### config.mk
export PLATFORM = sky130hd
export DESIGN_NAME = reg_serial_tx
export DESIGN_NICKNAME = d
export VERILOG_FILES = /design/src/rtl/reg_serial_tx.sv
export SDC_FILE = /design/constraint.sdc
export NUM_CORES = 1
export LEC_CHECK = 0
export BUFFER_PORTS_ARGS = -buffer_cell sky130_fd_sc_hd__buf_4
export CORE_MARGIN = 2
export CORE_UTILIZATION = 30
export CTS_CLUSTER_SIZE = 40
export DETAILED_ROUTE_END_ITERATION = 8
export GPL_ROUTABILITY_DRIVEN = 0
export HOLD_SLACK_MARGIN = 0.1
export PLACE_DENSITY = 0.42
export SYNTH_ARGS = -nofsm -noshare
export SYNTH_HDL_FRONTEND = slang
export SYNTH_SLANG_ARGS = --single-unit
export TNS_END_PERCENT = 30
### constraint.sdc
create_clock -name clk -period 2.7 [get_ports clk]
set_clock_uncertainty 0.2 [all_clocks]
set_input_delay 0.405 -clock clk [delete_from_list [all_inputs] [get_ports clk]]
set_output_delay 0.405 -clock clk [all_outputs]
set_load 0.1 [all_outputs]
### src/rtl/reg_serial_tx.sv
// Serial transmitter for the data register readback path.
// Frame: start bit (0), width data bits MSB-first, stop bit (1); the line idles high.
// The parallel value is snapshotted when a request is accepted. Requests made while a
// frame is in flight are dropped.
module reg_serial_tx #(
  parameter int unsigned width        = 12,
  parameter int unsigned clks_per_bit = 434
) (
  input  logic             clk,
  input  logic             reset_n,
  input  logic [width-1:0] data,
  input  logic             start,
  output logic             tx,
  output logic             busy,
  output logic             done
);

  localparam int unsigned CntW = $clog2(clks_per_bit);
  localparam int unsigned BitW = (width > 1) ? $clog2(width) : 1;

  typedef enum logic [1:0] {StIdle, StStart, StData, StStop} state_e;

  state_e            state_q, state_d;
  logic [CntW-1:0]   cycle_cnt_q, cycle_cnt_d;
  logic [BitW-1:0]   bit_cnt_q, bit_cnt_d;
  logic [width-1:0]  shift_q, shift_d;
  logic              tx_q, tx_d;
  logic              busy_q, busy_d;
  logic              done_q, done_d;

  logic              cnt_last;
  logic              bit_last;
  logic [width-1:0]  shifted;

  assign cnt_last = (cycle_cnt_q == CntW'(clks_per_bit - 1));
  assign bit_last = (bit_cnt_q == BitW'(width - 1));
  assign shifted  = shift_q << 1;

  // Next-state and registered-output logic for the frame sequencer.
  always_comb begin
    state_d     = state_q;
    cycle_cnt_d = cycle_cnt_q;
    bit_cnt_d   = bit_cnt_q;
    shift_d     = shift_q;
    tx_d        = tx_q;
    busy_d      = busy_q;
    done_d      = 1'b0;

    unique case (state_q)
      StIdle: begin
        tx_d   = 1'b1;
        busy_d = 1'b0;
        if (start) begin
          shift_d     = data;
          state_d     = StStart;
          cycle_cnt_d = '0;
          tx_d        = 1'b0;
          busy_d      = 1'b1;
        end
      end
      StStart: begin
        if (cnt_last) begin
          state_d     = StData;
          bit_cnt_d   = '0;
          cycle_cnt_d = '0;
          tx_d        = shift_q[width-1];
        end else begin
          cycle_cnt_d = cycle_cnt_q + CntW'(1);
        end
      end
      StData: begin
        if (cnt_last) begin
          cycle_cnt_d = '0;
          if (bit_last) begin
            state_d = StStop;
            tx_d    = 1'b1;
          end else begin
            // Drop the bit just sent and present the next MSB.
            shift_d   = shifted;
            tx_d      = shifted[width-1];
            bit_cnt_d = bit_cnt_q + BitW'(1);
          end
        end else begin
          cycle_cnt_d = cycle_cnt_q + CntW'(1);
        end
      end
      StStop: begin
        if (cnt_last) begin
          state_d     = StIdle;
          cycle_cnt_d = '0;
          busy_d      = 1'b0;
          done_d      = 1'b1;
        end else begin
          cycle_cnt_d = cycle_cnt_q + CntW'(1);
        end
      end
      default: begin
        state_d = StIdle;
        tx_d    = 1'b1;
        busy_d  = 1'b0;
      end
    endcase
  end

  // State and output registers; reset abandons any frame in flight.
  always_ff @(posedge clk) begin
    if (!reset_n) begin
      state_q     <= StIdle;
      cycle_cnt_q <= '0;
      bit_cnt_q   <= '0;
      shift_q     <= '0;
      tx_q        <= 1'b1;
      busy_q      <= 1'b0;
      done_q      <= 1'b0;
    end else begin
      state_q     <= state_d;
      cycle_cnt_q <= cycle_cnt_d;
      bit_cnt_q   <= bit_cnt_d;
      shift_q     <= shift_d;
      tx_q        <= tx_d;
      busy_q      <= busy_d;
      done_q      <= done_d;
    end
  end

  assign tx   = tx_q;
  assign busy = busy_q;
  assign done = done_q;

endmodule
-- Word-level counts from Yosys, hierarchy flattened
Index checks and enable logic that the tools add are counted.
- reduce and logical (&&, ||, !) cells: 12
- $add $sub $neg: 2
- mux-type cells: 26
- equal/unequal tests: 11
- operators by type and width (kind ; count):
    12-bit 2-to-1 mux ; 3
    12-bit case mux with 2 select lines ; 1
    9-bit 2-to-1 mux ; 2
    9-bit case mux with 2 select lines ; 1
    4-bit 2-to-1 mux ; 3
    2-bit != test, second input constant ; 6
    2-bit 2-to-1 mux ; 5
    9-bit by 1-bit adder with 9-bit output, second input constant ; 1
    9-bit == test, second input constant ; 1
    2-bit case mux with 4 select lines ; 1
    4-bit case mux with 2 select lines ; 1
    4-bit AND reduction ; 2
    1-bit 2-to-1 mux ; 7
    2-bit nonzero test ; 3
    5-bit AND reduction ; 1
    4-bit by 1-bit adder with 4-bit output, second input constant ; 1
    2-bit == test, second input constant ; 2
    4-bit == test, second input constant ; 1
    2-bit AND reduction ; 2
    1-bit case mux with 3 select lines ; 1
    3-bit AND reduction ; 1
    3-bit nonzero test ; 1
    3-bit OR reduction ; 1
    2-bit by 1-bit == test with 1-bit output, second input constant ; 1
    other kinds (2) ; 2
- register bits: 30
- output and inout port bits: 3

-- Depth between registers and ports, before layout
- word-level depth: 4
- gate-level depth with buffers: 8
- mapped depth without buffers: 6

-- Least setup slack after synthesis
No wires, ideal clock.
- path kind: register to register
- start: register cycle_cnt_q[2]
- end: register shift_q[10]
- period minus slack after synthesis: 2.062 ns
- stages on the path, launching flop included: 6
- setup slack: 0.638 ns
- data arrival time: 1.729 ns
- cells stage by stage: dfxtp_1 -> or4b_4 -> o41ai_4 -> and2_2 -> clkbuf_8 -> a211oi_2
- cells in the longest elaborated chain, start to end: 3
- RTL lines (element ; RTL line ; text):
    start: declaration ; 24 ; logic [CntW-1:0] cycle_cnt_q, cycle_cnt_d;
    start signal: assignment ; 117 ; cycle_cnt_q <= cycle_cnt_d;
    9-bit == test ; 35 ; assign cnt_last = (cycle_cnt_q == CntW'(clks_per_bit - 1));
    2-bit != test (no source line) ; n/a ;
    4-bit AND reduction (no source line) ; n/a ;
    end signal: assignment ; 119 ; shift_q <= shift_d;
    end: declaration ; 26 ; logic [width-1:0] shift_q, shift_d;
No other way between the ends.
A chain may end at the register's enable or synchronous reset.

-- Worst setup path after layout
- start: register cycle_cnt_q[2]
- end: register shift_q[1]
Same word-level chain as after synthesis.

==> flow_metrics.tcl <==
set metrics [dict create \
    wl_mm 4.335 \
    min_path_cells 2 \
    grt_pass1_wl_mm 7.279 \
    crit_buf_inv 0 \
    grtUsageTotal_pct 14.52 \
    syn-num-nets 212 \
    setup_ws_ns 0.1146 \
    postLayoutCellArea_um2 1999 \
    numClockSinks 30 \
    fin_util_pct 36.09 \
    post_drt_wl_per_cell_um 15.37 \
    finalNonFillerCells 282 \
    r2r_slack_ns 0.11 \
    switching_power_mw 0.8297 \
    cap_violations 0 \
    drc 0 \
    clk_latency_ns 0.28 \
    dpl_cell_area_um2 1923 \
    clk_path_buf_depth 2 \
    gr-usage-met3_pct 3.596 \
    synth_warnings 0 \
    place_worst_setup_slack_ns 0.1288 \
    synth_area_leader_cell "dfxtp_1" \
    globalRoute.busiestLayer "met2" \
    first_global_vias 1467 \
    power_mw 1.952 \
    cts_buffers 5 \
    ant_nets 0 \
    hold_path_class "in -> reg" \
    rows 27 \
    cp_top_family "simple AND/OR/NAND/NOR gates" \
    avgSynthCellArea_um2 9.182 \
    die-area_um2 6409 \
    critical_path.max_stage_delay_ns 0.69 \
    power_frac_clock_pct 17.4 \
    holdPathEnd "shift_q[0]" \
    grtUsageMet1_pct 19.75 \
    vias 1529 \
    worst_pin_slew_ns 0.6752 \
    io-pin-count 18 \
    cp_max_fo 12 \
    status "finished clean" \
    antenna_found_initial 0 \
    syn2layout_area_growth_pct 15.21 \
    hpwl_mm 3.109 \
    fill_cells 606 \
    clk_pin_slew_worst_paths_ns 0.06 \
    n_antenna_cell 0 \
    yosysSeqAreaShare_pct 34.61 \
    drt_iter0_markers 164 \
    reg2reg_to "shift_q[1]" \
    portBuffers 17 \
    crit_chain "or4b_4, o41ai_4, and2_2, a211oi_1" \
    swShare_pct 42.51 \
    grt_overflow_total 0 \
    ys.flop_type "dfxtp_1" \
    dieWidth_um 80.06 \
    nets 233 \
    setup_viol 0 \
    p_leak_nw 0.7058 \
    start_util_pct 31.32 \
    whs_ns 0.2411 \
    cts_root_buf "clkbuf_8" \
    ir_drop_mv 0.4924 \
    synth_area_um2 1735 \
    drtPass1Iterations 4 \
    fin_crit_sh_pct 95.76 \
    combPwrFrac_pct 49.7 \
    yosysTopAreaCellShare_pct 34.61 \
    yosysUniqueCellTypes 41 \
    startpoint_type "register" \
    setup_tns_ns 0 \
    htree_levels 2 \
    cts_hold_buf 0 \
    synth_cells 189 \
    layout-drive-gt1-share_pct 22.86 \
    hp-start "reset_n" \
    power_density_nw_per_um2 976.1 \
    grt_start_max_net_pins 21 \
    place_inst 275 \
    critical_path_class "reg -> reg" \
    power.internal_mw 1.122 \
    slew_headroom_pct 54.83 \
    use_met2_pct 23.00 \
    synthTopCellsByArea "dfxtp_1 (35%), a211oi_2 (7.2%), mux2i_1 (6.9%)" \
    ys_async_sr_fraction_pct 0 \
    r2r_start "cycle_cnt_q[2]" \
    synth-edff-count 0 \
    vias_per_cell 5.422 \
    rsz0062_at_grt "no" \
    arrival_ns 2.53 \
    seq_power_share_pct 32.9 \
    cts_tree "built" \
    fin_crit_ns 2.585 \
    timing.fmax_ghz 0.3868 \
    synth_seq_cells 30 \
    core_um2 5540 \
    drv_slew 0 \
    die_h_um 80.06 \
    cp_slowest_cell "o41ai_4" \
    worstRegToRegCells 4 \
    cp-end-kind "register" \
    finalHoldViolCount 0 \
    cts_resized 0 \
    post-cts-setup-buffer-count 0 \
    worstPathRequired_ns 2.65 \
]
power groups by stage:
stage                     Combinational [mW]  Sequential, mW  Clock (mW)
final                                  0.969           0.643       0.340
after global routing                    1.06           0.662       0.368
after CTS                              0.977           0.644       0.350
after detailed placement               0.970           0.652           0
after global placement                 0.956           0.648           0
after floorplan                        0.747           0.713           0
registers in the layout, indices dropped and copies added, names as in the netlist:
name and count:
cycle_cnt_q 9, tx 1, state_q 2, bit_cnt_q 4, shift_q 12, done 1, busy 1
worst register-to-register path, stage by stage (launching register included):
cell and delay (ns):
dfxtp_1 0.37, or4b_4 0.61, o41ai_4 0.69, and2_2 0.46, a211oi_1 0.12
synth_stat cells, types with 4 or more instances:
master	n
a211oi_2	10
a21oi_1	19
a31oi_1	6
clkbuf_1	5
dfxtp_1	30
ha_1	8
inv_1	7
mux2i_1	12
nand2_1	14
nand3_1	9
nand3b_1	4
nand4_1	4
nor2_1	8
o21ai_0	10
or4_1	4
cells in the final DEF (no fill, tap or decap), types with 2 or more instances in the layout:
cell	count
dfxtp_1	30
buf_4	24
a21oi_1	19
nand2_1	14
mux2i_1	12
o21ai_0	10
a211oi_2	10
nand3_1	9
nor2_1	8
ha_1	8
inv_1	7
a31oi_1	6
clkbuf_8	5
nand4_1	4
or4_1	4
nand3b_1	4
o211ai_1	3
or3_1	3
or2_2	2
nor2b_1	2
or2b_2	2
o31ai_1	2
nor4_1	2
o32ai_1	2
clkbuf_1	2
worst max-delay path by stage:
| stage | from | slack (ns) | endpoint | cells past startpoint |
|---|---|---|---|---|
| after CTS | cycle_cnt_q[2] | 0.12 | shift_q[1] | 4 |
| after global placement | cycle_cnt_q[2] | 0.16 | shift_q[1] | 4 |
| after detailed placement | cycle_cnt_q[2] | 0.13 | shift_q[1] | 4 |
| after global routing | cycle_cnt_q[2] | 0.02 | shift_q[8] | 4 |
| final | cycle_cnt_q[2] | 0.11 | shift_q[1] | 4 |
| after floorplan | cycle_cnt_q[2] | 0.64 | shift_q[10] | 5 |
routing by layer:
metal  vias up  routed length, um
li1        749                  -
met1       735               2068
met5         -                  0
met2        41               2020
met3         4                220
met4         0                 26
kinds of logic (layout without fill, tap and decap cells):
kind of cell | after synthesis | after routing | share of synthesized area, %
compound gates | 60 | 60 | 25.81
simple gates | 61 | 61 | 19.97
flops | 30 | 30 | 34.61
fa+ha+maj | 8 | 8 | 5.768
mux | 13 | 13 | 7.571
buf+inv | 17 | 38 | 6.273
layout make-up:
| type | instances | area (um2) | area share (%) |
|---|---|---|---|
| clock buffer | 7 | 76.32 | 3.817 |
| inverter | 7 | 26.28 | 1.314 |
| multi-input combinational | 142 | 1026 | 51.31 |
| sequential | 30 | 600.6 | 30.04 |
| tap | 72 | 90.09 | 4.506 |
| timing repair buffer | 24 | 180.2 | 9.011 |
Power figures use the tool's default switching activity.
